==> src/rtl/posit_extract_if.sv <==
// Handshake bundle between two posit requesters, the shared extractor and its consumer.
// The slave side is the extractor; the master side drives operands and out_ready.
interface posit_extract_if #(
  parameter int N  = 16,
  parameter int es = 2,
  parameter int TW = 8,
  parameter int Bs = $clog2(N)
);
  logic          a_valid;
  logic          a_ready;
  logic [N-1:0]  a_data;
  logic [TW-1:0] a_tag;
  logic          b_valid;
  logic          b_ready;
  logic [N-1:0]  b_data;
  logic [TW-1:0] b_tag;
  logic          out_valid;
  logic          out_ready;
  logic          out_id;
  logic [TW-1:0] out_tag;
  logic          out_sign;
  logic          out_zero;
  logic          out_nar;
  logic          out_rc;
  logic [Bs:0]   out_k;
  logic [es-1:0] out_exp;
  logic [N-es-1:0] out_frac;
  logic          busy;

  modport slave (
    input  a_valid, a_data, a_tag, b_valid, b_data, b_tag, out_ready,
    output a_ready, b_ready, out_valid, out_id, out_tag, out_sign, out_zero,
           out_nar, out_rc, out_k, out_exp, out_frac, busy
  );

  modport master (
    output a_valid, a_data, a_tag, b_valid, b_data, b_tag, out_ready,
    input  a_ready, b_ready, out_valid, out_id, out_tag, out_sign, out_zero,
           out_nar, out_rc, out_k, out_exp, out_frac, busy
  );
endinterface

==> src/rtl/posit_extract_arbiter.sv <==
// Round-robin front end for two requesters feeding a shared two-stage posit
// field extractor: stage 1 sign-normalises, stage 2 splits regime/exponent/fraction.
module posit_extract_arbiter #(
  parameter int N  = 16,
  parameter int es = 2,
  parameter int TW = 8,
  parameter int Bs = $clog2(N)
) (
  input logic            clk,
  input logic            reset,
  posit_extract_if.slave bus
);

  localparam logic [Bs:0]        SHIFT_PAST_RUN = (Bs+1)'(2);
  localparam logic signed [Bs:0] ONE_S          = (Bs+1)'(1);

  // Length of the run of bits equal to x[N-2], scanning downward from N-2.
  function automatic logic [Bs-1:0] run_len(input logic [N-1:0] x);
    logic          run;
    logic [Bs-1:0] cnt;
    run = 1'b1;
    cnt = '0;
    for (int i = N - 2; i >= 0; i--) begin
      if (run && (x[i] == x[N-2])) cnt = cnt + Bs'(1);
      else                         run = 1'b0;
    end
    return cnt;
  endfunction

  function automatic logic signed [Bs:0] regime_k(input logic rc, input logic [Bs-1:0] m);
    logic signed [Bs:0] ms;
    ms = $signed({1'b0, m});
    return rc ? (ms - ONE_S) : -ms;
  endfunction

  logic adv1, adv2;
  logic grant_a, grant_b;
  logic ptr_q, ptr_d;

  logic            vld_p1_q, vld_p1_d;
  logic            id_p1_q, id_p1_d;
  logic [TW-1:0]   tag_p1_q, tag_p1_d;
  logic            sign_p1_q, sign_p1_d;
  logic            zero_p1_q, zero_p1_d;
  logic            nar_p1_q, nar_p1_d;
  logic [N-1:0]    abs_p1_q, abs_p1_d;

  logic            vld_p2_q, vld_p2_d;
  logic            id_p2_q, id_p2_d;
  logic [TW-1:0]   tag_p2_q, tag_p2_d;
  logic            sign_p2_q, sign_p2_d;
  logic            zero_p2_q, zero_p2_d;
  logic            nar_p2_q, nar_p2_d;
  logic            rc_p2_q, rc_p2_d;
  logic signed [Bs:0] k_p2_q, k_p2_d;
  logic [es-1:0]   exp_p2_q, exp_p2_d;
  logic [N-es-1:0] frac_p2_q, frac_p2_d;

  logic [N-1:0]    sel_data;
  logic [TW-1:0]   sel_tag;
  logic            rc_c;
  logic [Bs-1:0]   m_c;
  logic [Bs:0]     sh_c;
  logic [N-1:0]    rem_c;

  assign adv2 = !vld_p2_q | bus.out_ready;
  assign adv1 = !vld_p1_q | adv2;

  always_comb begin
    grant_a = 1'b0;
    grant_b = 1'b0;
    if (bus.a_valid && bus.b_valid) begin
      grant_a = !ptr_q;
      grant_b = ptr_q;
    end else begin
      grant_a = bus.a_valid;
      grant_b = bus.b_valid;
    end
  end

  assign bus.a_ready = adv1 & grant_a;
  assign bus.b_ready = adv1 & grant_b;
  assign sel_data    = grant_b ? bus.b_data : bus.a_data;
  assign sel_tag     = grant_b ? bus.b_tag  : bus.a_tag;

  // Stage 1: arbitration, sign normalisation, zero/NaR detection
  always_comb begin
    ptr_d     = ptr_q;
    vld_p1_d  = vld_p1_q;
    id_p1_d   = id_p1_q;
    tag_p1_d  = tag_p1_q;
    sign_p1_d = sign_p1_q;
    zero_p1_d = zero_p1_q;
    nar_p1_d  = nar_p1_q;
    abs_p1_d  = abs_p1_q;
    if (adv1) begin
      // The pointer only moves on contention, and then to the side that lost.
      if (bus.a_valid && bus.b_valid) ptr_d = grant_a;
      vld_p1_d  = grant_a | grant_b;
      id_p1_d   = grant_b;
      tag_p1_d  = sel_tag;
      sign_p1_d = sel_data[N-1];
      zero_p1_d = (sel_data == '0);
      nar_p1_d  = (sel_data == {1'b1, {(N-1){1'b0}}});
      abs_p1_d  = sel_data[N-1] ? -sel_data : sel_data;
    end
  end

  // Stage 2: regime run, exponent and fraction extraction
  always_comb begin
    rc_c  = abs_p1_q[N-2];
    m_c   = run_len(abs_p1_q);
    sh_c  = {1'b0, m_c} + SHIFT_PAST_RUN;
    rem_c = abs_p1_q << sh_c;

    vld_p2_d  = vld_p2_q;
    id_p2_d   = id_p2_q;
    tag_p2_d  = tag_p2_q;
    sign_p2_d = sign_p2_q;
    zero_p2_d = zero_p2_q;
    nar_p2_d  = nar_p2_q;
    rc_p2_d   = rc_p2_q;
    k_p2_d    = k_p2_q;
    exp_p2_d  = exp_p2_q;
    frac_p2_d = frac_p2_q;
    if (adv2) begin
      vld_p2_d  = vld_p1_q;
      id_p2_d   = id_p1_q;
      tag_p2_d  = tag_p1_q;
      sign_p2_d = sign_p1_q;
      zero_p2_d = zero_p1_q;
      nar_p2_d  = nar_p1_q;
      if (zero_p1_q || nar_p1_q) begin
        rc_p2_d   = 1'b0;
        k_p2_d    = '0;
        exp_p2_d  = '0;
        frac_p2_d = '0;
      end else begin
        rc_p2_d   = rc_c;
        k_p2_d    = regime_k(rc_c, m_c);
        exp_p2_d  = rem_c[N-1 -: es];
        frac_p2_d = rem_c[N-es-1:0];
      end
    end
  end

  always_ff @(posedge clk or posedge reset) begin
    if (reset) begin
      ptr_q     <= 1'b0;
      vld_p1_q  <= 1'b0;
      id_p1_q   <= 1'b0;
      tag_p1_q  <= '0;
      sign_p1_q <= 1'b0;
      zero_p1_q <= 1'b0;
      nar_p1_q  <= 1'b0;
      abs_p1_q  <= '0;
      vld_p2_q  <= 1'b0;
      id_p2_q   <= 1'b0;
      tag_p2_q  <= '0;
      sign_p2_q <= 1'b0;
      zero_p2_q <= 1'b0;
      nar_p2_q  <= 1'b0;
      rc_p2_q   <= 1'b0;
      k_p2_q    <= '0;
      exp_p2_q  <= '0;
      frac_p2_q <= '0;
    end else begin
      ptr_q     <= ptr_d;
      vld_p1_q  <= vld_p1_d;
      id_p1_q   <= id_p1_d;
      tag_p1_q  <= tag_p1_d;
      sign_p1_q <= sign_p1_d;
      zero_p1_q <= zero_p1_d;
      nar_p1_q  <= nar_p1_d;
      abs_p1_q  <= abs_p1_d;
      vld_p2_q  <= vld_p2_d;
      id_p2_q   <= id_p2_d;
      tag_p2_q  <= tag_p2_d;
      sign_p2_q <= sign_p2_d;
      zero_p2_q <= zero_p2_d;
      nar_p2_q  <= nar_p2_d;
      rc_p2_q   <= rc_p2_d;
      k_p2_q    <= k_p2_d;
      exp_p2_q  <= exp_p2_d;
      frac_p2_q <= frac_p2_d;
    end
  end

  assign bus.out_valid = vld_p2_q;
  assign bus.out_id    = id_p2_q;
  assign bus.out_tag   = tag_p2_q;
  assign bus.out_sign  = sign_p2_q;
  assign bus.out_zero  = zero_p2_q;
  assign bus.out_nar   = nar_p2_q;
  assign bus.out_rc    = rc_p2_q;
  assign bus.out_k     = k_p2_q;
  assign bus.out_exp   = exp_p2_q;
  assign bus.out_frac  = frac_p2_q;
  assign bus.busy      = vld_p1_q | vld_p2_q;

endmodule

==> src/flat_wrapper.sv <==
// flat-port wrapper written by rule: the top's interface ports become plain ports
module posit_extract_arbiter_flat 
#(
  parameter int N  = 16,
  parameter int es = 2,
  parameter int TW = 8,
  parameter int Bs = $clog2(N)
)
  (clk, reset, bus_a_valid, bus_a_data, bus_a_tag, bus_b_valid, bus_b_data, bus_b_tag, bus_out_ready, bus_a_ready, bus_b_ready, bus_out_valid, bus_out_id, bus_out_tag, bus_out_sign, bus_out_zero, bus_out_nar, bus_out_rc, bus_out_k, bus_out_exp, bus_out_frac, bus_busy);
  posit_extract_if #(.N(N), .es(es), .TW(TW), .Bs(Bs)) bus_i ();
  input logic clk;
  input logic reset;
  input wire logic [$bits(bus_i.a_valid)-1:0] bus_a_valid;
  input wire logic [$bits(bus_i.a_data)-1:0] bus_a_data;
  input wire logic [$bits(bus_i.a_tag)-1:0] bus_a_tag;
  input wire logic [$bits(bus_i.b_valid)-1:0] bus_b_valid;
  input wire logic [$bits(bus_i.b_data)-1:0] bus_b_data;
  input wire logic [$bits(bus_i.b_tag)-1:0] bus_b_tag;
  input wire logic [$bits(bus_i.out_ready)-1:0] bus_out_ready;
  output wire logic [$bits(bus_i.a_ready)-1:0] bus_a_ready;
  output wire logic [$bits(bus_i.b_ready)-1:0] bus_b_ready;
  output wire logic [$bits(bus_i.out_valid)-1:0] bus_out_valid;
  output wire logic [$bits(bus_i.out_id)-1:0] bus_out_id;
  output wire logic [$bits(bus_i.out_tag)-1:0] bus_out_tag;
  output wire logic [$bits(bus_i.out_sign)-1:0] bus_out_sign;
  output wire logic [$bits(bus_i.out_zero)-1:0] bus_out_zero;
  output wire logic [$bits(bus_i.out_nar)-1:0] bus_out_nar;
  output wire logic [$bits(bus_i.out_rc)-1:0] bus_out_rc;
  output wire logic [$bits(bus_i.out_k)-1:0] bus_out_k;
  output wire logic [$bits(bus_i.out_exp)-1:0] bus_out_exp;
  output wire logic [$bits(bus_i.out_frac)-1:0] bus_out_frac;
  output wire logic [$bits(bus_i.busy)-1:0] bus_busy;
  assign bus_i.a_valid = bus_a_valid;
  assign bus_i.a_data = bus_a_data;
  assign bus_i.a_tag = bus_a_tag;
  assign bus_i.b_valid = bus_b_valid;
  assign bus_i.b_data = bus_b_data;
  assign bus_i.b_tag = bus_b_tag;
  assign bus_i.out_ready = bus_out_ready;
  assign bus_a_ready = bus_i.a_ready;
  assign bus_b_ready = bus_i.b_ready;
  assign bus_out_valid = bus_i.out_valid;
  assign bus_out_id = bus_i.out_id;
  assign bus_out_tag = bus_i.out_tag;
  assign bus_out_sign = bus_i.out_sign;
  assign bus_out_zero = bus_i.out_zero;
  assign bus_out_nar = bus_i.out_nar;
  assign bus_out_rc = bus_i.out_rc;
  assign bus_out_k = bus_i.out_k;
  assign bus_out_exp = bus_i.out_exp;
  assign bus_out_frac = bus_i.out_frac;
  assign bus_busy = bus_i.busy;
  posit_extract_arbiter #(.N(N), .es(es), .TW(TW), .Bs(Bs)) u_core (.clk(clk), .reset(reset), .bus(bus_i));
endmodule
==> config.mk <==
export PLATFORM = sky130hd
export DESIGN_NAME = posit_extract_arbiter_flat
export DESIGN_NICKNAME = d
export VERILOG_FILES = /design/src/rtl/posit_extract_if.sv /design/src/rtl/posit_extract_arbiter.sv /design/src/flat_wrapper.sv
export SDC_FILE = /design/constraint.sdc
export NUM_CORES = 1
export LEC_CHECK = 0
export BUFFER_PORTS_ARGS = -buffer_cell sky130_fd_sc_hd__buf_2
export CORE_MARGIN = 3
export CORE_UTILIZATION = 55
export CTS_CLUSTER_DIAMETER = 100
export DETAILED_ROUTE_END_ITERATION = 10
export GPL_TIMING_DRIVEN = 0
export PLACE_DENSITY = 0.85
export SYNTH_ARGS = -nofsm -noshare
export SYNTH_HDL_FRONTEND = slang
export SYNTH_SLANG_ARGS = --single-unit
==> constraint.sdc <==
create_clock -name clk -period 13.06 [get_ports clk]
set_input_delay 2.612 -clock clk [delete_from_list [all_inputs] [get_ports clk]]
set_output_delay 2.612 -clock clk [all_outputs]
set_load 0.05 [all_outputs]
==> results of run 1 <==
==> worst max path at each step <==
| stage | end | cells after the start |
|---|---|---|
| finish | u_core.bus.out_frac[12] | 42 |
| CTS | u_core.bus.out_frac[8] | 39 |
| global placement | u_core.bus.out_frac[12] | 42 |
| global route | u_core.bus.out_frac[12] | 41 |
| floorplan | u_core.bus.out_frac[8] | 38 |
| detailed placement | u_core.bus.out_frac[8] | 39 |
==> cells in the final DEF (no fill, tap or decap), types with 5 or more instances in the layout <==
cell type,count
a22o_1,9
o21ai_1,7
nor2_1,35
a211oi_1,10
nand2_1,79
a22oi_1,6
a31oi_1,6
xor2_1,10
a21boi_0,5
inv_1,16
dfrtp_1,65
or2_2,5
nand3_1,14
buf_2,94
mux2_2,21
o21ai_0,43
ha_1,14
clkbuf_8,9
nand2b_1,7
nor3_1,12
o31ai_1,8
clkbuf_1,32
a21oi_1,21
or3_1,9
mux2i_1,27
xnor2_1,15
==> area by class of cell <==
class	instances	area, sq um
Buffer	40	163
Clock buffer	9	124
Timing Repair Buffer	91	470
Sequential cell	65	1630
Clock inverter	7	103
Inverter	19	71.3
Fill cell	670	2700
Tap cell	105	131
Multi-Input combinational cell	445	3080
==> metrics by stage <==
| step | utilization, % | hold WS, ns | setup slack (ns) |
|---|---|---|---|
| floorplan | - | 0.437 | 5.00 |
| global route | 68.1 | 0.513 | 3.29 |
| global placement | 65.2 | 0.454 | 4.32 |
| finish | 68.1 | 0.482 | 3.94 |
| detailed placement | 65.5 | 0.465 | 4.07 |
| CTS | 68.1 | 0.483 | 4.02 |
==> power breakdown <==
group,switching (uW),total (uW),internal [uW]
combinational,509,779,270
sequential,35.5,294,259
clock,90.7,201,110
==> metal layers <==
layer  up-vias  part of all wire (%)  wire length (um)  global-route usage (%)
met3        44                   8.3              1130                    4.36
met5         -                     0                 0                       0
met4         0                   2.6               357                    10.8
met1      2317                    42              5660                    34.7
met2       240                    47              6460                    45.7
li1       2265                     -                 -                       -
==> worst register-to-register path, delay by kind of cell (launching register included) <==
family,cells,cell delay (ns)
DFF,1,0.35
buffers and inverters,8,1.74
and+or+nand+nor,10,1.68
AOI/OAI and AO/OA,11,1.81
adders and majority gates,9,2.59
xor gates and xnor gates,2,0.49
muxes,2,0.34
==> kinds of logic (layout without fill, tap and decap cells) <==
| family | Yosys count | in the layout | synth area share, % |
|---|---|---|---|
| AND/OR/NAND/NOR | 191 | 191 | 18.6 |
| XOR/XNOR | 28 | 28 | 5.85 |
| adder cells (fa/ha/maj) | 14 | 14 | 3.55 |
| multiplexers | 54 | 54 | 12.4 |
| AO/OA/AOI/OAI | 158 | 158 | 21.9 |
| flip-flops | 65 | 65 | 32.9 |
| buffers and inverters | 59 | 166 | 4.74 |
==> state kept, by name (all words and copies together), names as in the netlist, 2 cells and up <==
| name | flops |
|---|---|
| u_core.tag_p1_q | 8 |
| u_core.bus.out_k | 5 |
| u_core.bus.out_frac | 14 |
| u_core.bus.out_exp | 2 |
| u_core.abs_p1_q | 16 |
| u_core.bus.out_tag | 8 |
==> qor.yml, run 1 <==
synthesis:
  ys_warn_count: 0
  synth_cells: 569
  synthTopCellsByCount: "79 x nand2_1, 65 x dfrtp_1, 43 x o21ai_0"
  ys_seq_area_share_pct: 32.9
  yosys.area.top_type: "dfrtp_1"
  synth_top_area_share_pct: 32.9
  ys.flop_type: "dfrtp_1"
  syn_area_sq_um: 4940
  postSynthAreaPerCell_sq_um: 8.68
  synth_edf_count: 0
  synth_cell_types: 78
  async_flop_share_pct: 100
  syn_nets: 636
  ys_seq_elements: 65
  synth.most_common_cell: "nand2_1"
  synth.area.top_cells: "dfrtp_1 33%, nand2_1 6.0%, mux2i_1 5.5%"
floorplanning:
  core.rowCount: 33
  core-area_sq_um: 8460
  die-width_um: 101
  initial_core_util_pct: 58.4
  die_height_um: 101
  die_area_sq_um: 10200
  num_io_pins: 91
timing:
  timing.slew.headroom_pct: 24.2
  worst_slew_pin_slew_ns: 1.13
  setup_tns_ns: 0
  finalSetupViolCount: 0
  drv_slew: 0
  hold_violations: 0
  rsz0062_at_grt: "false"
  fin_crit_ns: 9.12
  fmax_ghz: 0.110
  clock-skew-final_ns: 0.0115
  finalCritPeriodShare_pct: 69.8
clock_tree:
  cts_sinks: 65
  htree_levels: 3
  cts_setup_buffers: 0
  hold_buffers: 0
  root_buffer: "clkbuf_8"
  numCtsBuffers: 9
  clk_pin_slew_worst_paths_ns: 0.08
  clk_latency_ns: 0.36
  cts_tree: "built"
  ctsResizeCount: 0
  ctsLongestPathBuffers: 2
placed_design:
  place_hpwl_um: 10100
  routabilityCongestion: 0.947
  port_buffers: 90
  dp.cells: 765
  placedInstanceArea_sq_um: 5540
flow_run:
  cap_viol_max_count: 0
grt:
  grt_pass1_vias: 4793
  antenna_found_initial: 0
  grt_pass1_wl_um: 22100
  grt.overflow.total: 0
  grt_use_total_pct: 27.1
  grt_max_degree: 42
power_and_ir_drop:
  p_per_area_nw_per_um2: 221
  leakage_uw: 0.00266
  vdd_ir_drop_max_v: 0.000116
  p_total_uw: 1270
drt:
  wire_per_inst_um: 17.4
  dr.pass1.iters: 6
  via_count: 4866
  routed_wl_um: 13600
  postRouteAntennaNets: 0
  vias_per_cell: 6.23
  drc_errors: 0
  drt_iter0_markers: 435
finish:
  stdcell_count: 781
  fin_nets: 738
  drive_gt1_share_pct: 23.7
  area_delta_synth_final_pct: 16.8
  diodes: 0
  fin_area_sq_um: 5770
outcome:
  status: "completed"
worst_setup_path:
  crit_path_end_kind: "flop"
  crit_top_cell: "ha_1"
  cp_slowest_cell: "or4b_2"
  crit_type: "reg2reg"
  reg2reg_slack_ns: 3.94
  cp_slowest_stage_delay_ns: 0.59
  arrival_ns: 9.37
  crit_fanout: 10
  r2r_cells: 42
  cp-start-kind: "flop"
  path_buf_inv: 8
  cp.required_ns: 13.32
  rr_startpoint: "u_core.abs_p1_q[14]"
  rr_endpoint: "u_core.bus.out_frac[12]"
  crit_start: "u_core.abs_p1_q[14]"
  critPathTopFamily: "adder cells"
min_path:
  min-delay-start: "u_core.bus.out_frac[2]"
  hold_end: "u_core.bus.out_frac[2]"
  hp-class: "reg2reg"
  min_path_cells: 2
Note: power is estimated with default switching activity, not from simulation.
==> run 2, diff against run 1 <==
Clock period 13.06 ns to 9.27 ns, I/O delays scaled along.
==> run 2 against run 1 <==
Effect of this change: sequential cell count is the same; sequential share of layout area barely moved; non-clock buffer count down 1; worst hold slack is essentially flat; routed wire length up 0.20%; via count down 0.29%; cell area hardly changed; largest power group unchanged.
==> qor.yml, run 2 (same netlist as run 1, synthesis figures left out) <==
power_and_ir_drop:
  leakage_uw: 0.00266  # about the same
  vdd_ir_drop_max_v: 0.000163  # +41%
  p_total_uw: 1800  # +41%
  p_per_area_nw_per_um2: 311  # +41%
worst_setup_path:
  crit_type: "reg2reg"
  cp_slowest_stage_delay_ns: 0.59  # about the same
  cp-start-kind: "flop"
  arrival_ns: 9.02  # -0.35 ns
  cp_slowest_cell: "or4b_2"
  critPathTopFamily: "adder cells"
  cp.required_ns: 9.51  # -3.81 ns
  crit_fanout: 10  # unchanged
  crit_path_end_kind: "flop"
  rr_startpoint: "u_core.abs_p1_q[12]"
  r2r_cells: 38  # -9.5%
  reg2reg_slack_ns: 0.49  # -3.45 ns
  crit_top_cell: "ha_1"
  rr_endpoint: "u_core.bus.out_frac[8]"
  path_buf_inv: 3  # -5
clock_tree:
  clk_pin_slew_worst_paths_ns: 0.09  # about the same
  hold_buffers: 0  # unchanged
  root_buffer: "clkbuf_8"
  htree_levels: 3  # unchanged
  clk_latency_ns: 0.35  # about the same
  cts_tree: "built"
  cts_sinks: 65  # unchanged
  numCtsBuffers: 9  # unchanged
  ctsLongestPathBuffers: 2  # unchanged
  cts_setup_buffers: 0  # unchanged
timing:
  hold_violations: 0  # unchanged
  clock-skew-final_ns: 0.0124  # +0.000944 ns
  timing.slew.headroom_pct: 27.8  # +3.6 points
  finalCritPeriodShare_pct: 94.7  # +25 points
  fin_crit_ns: 8.78  # -0.341 ns
  finalSetupViolCount: 0  # unchanged
  setup_tns_ns: 0  # unchanged
  drv_slew: 0  # unchanged
  rsz0062_at_grt: "false"
  fmax_ghz: 0.114  # +3.9%
  worst_slew_pin_slew_ns: 1.08  # -0.0529 ns
floorplanning:
  initial_core_util_pct: 58.4  # unchanged
  die_height_um: 101  # unchanged
  core-area_sq_um: 8460  # unchanged
  die_area_sq_um: 10200  # unchanged
  num_io_pins: 91  # unchanged
  die-width_um: 101  # unchanged
  core.rowCount: 33  # unchanged
placed_design:
  routabilityCongestion: 0.947  # unchanged
  place_hpwl_um: 10100  # unchanged
  port_buffers: 90  # unchanged
finish:
  final_cell_mix: "94 x buf_2, 79 x nand2_1, 65 x dfrtp_1"
  largest_register_ffs: 16  # unchanged
  drive_gt1_share_pct: 24.1  # +0.48 points
  largest_register: "u_core.abs_p1_q"
  diodes: 0  # unchanged
  layout_commonest_cell: "buf_2"
  area_delta_synth_final_pct: 16.8  # about the same
  fin_nets: 737  # -0.14%
drt:
  postRouteAntennaNets: 0  # unchanged
  routed_wl_um: 13600  # +0.20%
  wire_per_inst_um: 17.5  # +0.33%
  via_count: 4852  # -0.29%
  drc_errors: 0  # unchanged
  dr.pass1.iters: 5  # -1
  drt_iter0_markers: 384  # -12%
  vias_per_cell: 6.22  # -0.16%
grt:
  antenna_found_initial: 0  # unchanged
  grt.overflow.total: 0  # unchanged
  grt_use_total_pct: 27.1  # unchanged
  grt_max_degree: 42  # unchanged
  grt_pass1_vias: 4793  # unchanged
  grt_pass1_wl_um: 22100  # unchanged
min_path:
  min_path_cells: 2  # unchanged
  hp-class: "reg2reg"
  hold_end: "u_core.bus.out_frac[2]"
  min-delay-start: "u_core.bus.out_frac[2]"
outcome:
  status: "completed"
flow_run:
  cap_viol_max_count: 0  # unchanged
[run 2: cell count changes in the layout (fill, tap and decap cells not counted)]
cell,delta
clkbuf_1,-3
clkbuf_2,+2
ha_1,-1
ha_2,+1
o21ai_0,-1
o21ai_1,+1
[run 2: worst reg2reg max path, delay by kind of cell, from the launching register on]
family / cells / cell delay, ns
muxes: 4 / 1.05
and+or+nand+nor: 10 / 2.28
buffers and inverters: 3 / 0.34
AOI/OAI and AO/OA: 9 / 1.30
DFF: 1 / 0.36
xor gates and xnor gates: 3 / 0.87
adders and majority gates: 9 / 2.46
[run 2: routing by layer]
layer / track usage (%) / wire (um)
met2: 45.7 / 6520
met5: 0 / 0
met1: 34.7 / 5710
met3: 4.36 / 1080
met4: 10.8 / 318
[run 2: how the worst max path moves through the flow]
| stage | end | cells after the start | start | slack, ns |
|---|---|---|---|---|
| detailed placement | u_core.bus.out_frac[8] | 39 | u_core.abs_p1_q[14] | 0.28 |
| CTS | u_core.bus.out_frac[8] | 39 | u_core.abs_p1_q[14] | 0.23 |
| global placement | u_core.bus.out_frac[12] | 42 | u_core.abs_p1_q[14] | 0.53 |
| finish | u_core.bus.out_frac[8] | 38 | u_core.abs_p1_q[12] | 0.49 |
| global route | u_core.bus.out_frac[13] | 38 | u_core.abs_p1_q[12] | 0.004 |
| floorplan | u_core.bus.out_frac[8] | 38 | u_core.abs_p1_q[14] | 1.21 |
[run 2: area by class of cell]
class	count	area, sq um
plain buffers	39	161
clock buffers	9	124
clock inverters	7	103
fillers	670	2700
inverters	19	71.3
multi-input cells	445	3080
flip-flops and latches	65	1630
well taps	105	131
repair buffers	91	470
[run 2: repair_timing]
item | 4_1_cts | 5_1_grt
resized for setup | 0 | 6
endpoints found under the hold margin | 0 | 0
endpoints found under the setup margin | 0 | 15
[run 2: power breakdown]
part           switching [uW]  total, uW  internal, uW
sequential               50.6        415           364
clock                     128        282           155
combinational             717       1100           383
[run 2: metrics by stage]
stage               hold WS [ns]  util (%)  cell area [sq um]  instances  setup slack (ns)
finish                     0.482      68.2               5770        780             0.493
global route               0.513      68.2               5770        780           0.00376
CTS                        0.483      68.1               5770        781             0.230
detailed placement         0.465      65.5               5540        765             0.277
global placement           0.454      65.2               5520        764             0.526
floorplan                  0.437         -               4940        569              1.21
==> run 3, diff against run 2 <==
Settings changed: CORE_UTILIZATION 55 to 58, CTS_BUF_LIST from default to sky130_fd_sc_hd__clkbuf_8, PLACE_DENSITY 0.85 to 0.89.
Clock period 9.27 ns to 9.19 ns, I/O delays scaled along.
==> run 3 against run 2 <==
Effect of this change: sequential power rose by 3%; routed wire length fell by 1.8%; worst setup slack got worse by 0.0078 ns; first-iteration DRC count fell by 6.8%; highest routed layer unchanged; non-clock buffer count did not move; die area fell by 4.9%; register-to-register slack barely moved; worst hold slack improved by 0.0038 ns; sequential share of layout area rose by 0.20 points; clock skew fell by 0.0041 ns; final cell count did not move; largest power group unchanged.
==> qor.yml, run 3 (same netlist as run 1, synthesis figures left out) <==
drt:
  postRouteAntennaNets: 0  # unchanged
  wire_per_inst_um: 17.2  # -1.8%
  via_count: 4891  # +0.80%
  vias_per_cell: 6.27  # +0.80%
  routed_wl_um: 13400  # -1.8%
  drt_iter0_markers: 358  # -6.8%
  dr.pass1.iters: 6  # +1
  drc_errors: 0  # unchanged
worst_setup_path:
  path_buf_inv: 4  # +1
  cp.required_ns: 9.43  # -0.08 ns
  crit_type: "reg2reg"
  critPathTopFamily: "adder cells"
  crit_path_end_kind: "flop"
  cp-start-kind: "flop"
  crit_fanout: 9  # -1
  crit_top_cell: "ha_1"
  cp_slowest_stage_delay_ns: 0.59  # about the same
  arrival_ns: 8.94  # -0.08 ns
  cp_slowest_cell: "or4b_2"
timing:
  clock-skew-final_ns: 0.00832  # -0.00410 ns
  fmax_ghz: 0.115  # +0.83%
  finalSetupViolCount: 0  # unchanged
  setup_tns_ns: 0  # unchanged
  setup_ws_ns: 0.486  # -0.00782 ns
  rsz0062_at_grt: "false"
  finalCritPeriodShare_pct: 94.7  # about the same
  hold_violations: 0  # unchanged
  worst_slew_pin_slew_ns: 1.09  # +0.0190 ns
  timing.slew.headroom_pct: 26.5  # -1.3 points
  drv_slew: 0  # unchanged
  fin_crit_ns: 8.70  # -0.0722 ns
finish:
  stdcell_count: 780  # unchanged
  fin_nets: 737  # unchanged
  diodes: 0  # unchanged
  area_delta_synth_final_pct: 16.0
  final_cell_mix: "94 x buf_2, 79 x nand2_1, 65 x dfrtp_1"
  drive_gt1_share_pct: 24.7  # +0.59 points
  utilization_pct: 69.4  # +1.2 points
  largest_register: "u_core.abs_p1_q"
  layout_commonest_cell: "buf_2"
  largest_register_ffs: 16  # unchanged
  nFillCells: 661  # -1.3%
power_and_ir_drop:
  vdd_ir_drop_max_v: 0.000183  # +12%
  p_per_area_nw_per_um2: 307  # -1.4%
  leakage_uw: 0.00265  # -0.37%
  p_total_uw: 1760  # -2.1%
placed_design:
  routabilityCongestion: 0.941  # -0.67%
  port_buffers: 90  # unchanged
  post-place-ws_ns: 0.278  # +0.000558 ns
  place_hpwl_um: 10100  # -0.52%
  dp.cells: 765  # unchanged
grt:
  use_met3_pct: 6.57  # +2.2 points
  grt_max_degree: 47  # +12%
  grt-busiest-layer: "met2"
  grt.overflow.total: 0  # unchanged
  antenna_found_initial: 0  # unchanged
  grt_pass1_vias: 4816  # +0.48%
  met1_usage_pct: 34.2  # -0.49 points
  grt_pass1_wl_um: 22200  # +0.19%
  grt_use_total_pct: 27.9  # +0.79 points
  gr-usage-met2_pct: 46.7  # +1.0 points
floorplanning:
  die_height_um: 98.3  # -2.5%
  die-width_um: 98.3  # -2.5%
  die_area_sq_um: 9660  # -4.9%
  core-area_sq_um: 8260  # -2.4%
  core.rowCount: 33  # unchanged
  num_io_pins: 91  # unchanged
  initial_core_util_pct: 59.8  # +1.5 points
clock_tree:
  ctsLongestPathBuffers: 2  # unchanged
  clk_latency_ns: 0.35  # about the same
  cts_tree: "built"
  numCtsBuffers: 9  # unchanged
  htree_levels: 3  # unchanged
  cts_sinks: 65  # unchanged
  clk_pin_slew_worst_paths_ns: 0.08  # about the same
  hold_buffers: 0  # unchanged
  root_buffer: "clkbuf_8"
flow_run:
  cap_viol_max_count: 0  # unchanged
outcome:
  status: "completed"
min_path:
  hp-class: "reg2reg"
run 3: cell count changes in the layout (fill, tap and decap cells not counted), moves of 2 or more:
cell	before	now
clkbuf_2	2	4
clkbuf_1	29	25
inv_6	1	3
bufinv_16	2	0
buf_4	0	2
run 3: through the flow:
step	hold slack, ns	instance area (sq um)
6_report	0.486	5730
5_1_grt	0.508	5730
4_1_cts	0.484	5720
3_5_place_dp	0.463	5540
3_3_place_gp	0.456	5520
2_1_floorplan	0.437	4940
run 3: worst register-to-register path: cells and delay by family (launching register included):
family	cells	cell delay (ns)
buffers and inverters	4	0.33
flip-flops	1	0.39
AND/OR/NAND/NOR	9	1.96
AO/OA/AOI/OAI	10	1.72
XOR/XNOR	3	0.98
adder cells (fa/ha/maj)	9	2.49
multiplexers	3	0.73
run 3: timing repair:
item	CTS	global route
setup buffers	0	2
resized for setup	0	9
endpoints found under the setup margin	0	15
run 3: worst paths after layout:
check | cells past startpoint | end | slack, ns | start
max reg2reg | 38 | u_core.bus.out_exp[1] | 0.49 | u_core.abs_p1_q[14]
min reg2reg | 2 | u_core.bus.out_frac[10] | 0.49 | u_core.bus.out_frac[10]
max in group asynchronous | 3 | u_core.abs_p1_q[14] | 7.12 | reset
max | 38 | u_core.bus.out_exp[1] | 0.49 | u_core.abs_p1_q[14]
min | 2 | u_core.bus.out_frac[10] | 0.49 | u_core.bus.out_frac[10]
min in group asynchronous | 2 | u_core.bus.out_frac[3] | 1.48 | reset
run 3: power breakdown:
group | total, uW | internal, uW | switching [uW]
sequential | 427 | 368 | 59.1
clock | 225 | 100 | 125
combinational | 1110 | 389 | 719
total | 1760 | 856 | 903
run 3: routing by layer:
metal	up-vias	wire [um]
li1	2270	-
met1	2305	5340
met2	266	6520
met3	50	1110
met4	0	421
met5	-	0
run 3: area by class of cell:
cell class                 instances  area (sq um)  area share, %
clock inverter                     7          52.6          0.917
sequential                        65          1630           28.4
inverter                          19          71.3           1.25
buffer                            37           156           2.73
multi-input combinational        445          3080           53.8
tap                              105           131           2.29
clock buffer                       9           124           2.16
timing repair buffer              93           485           8.48
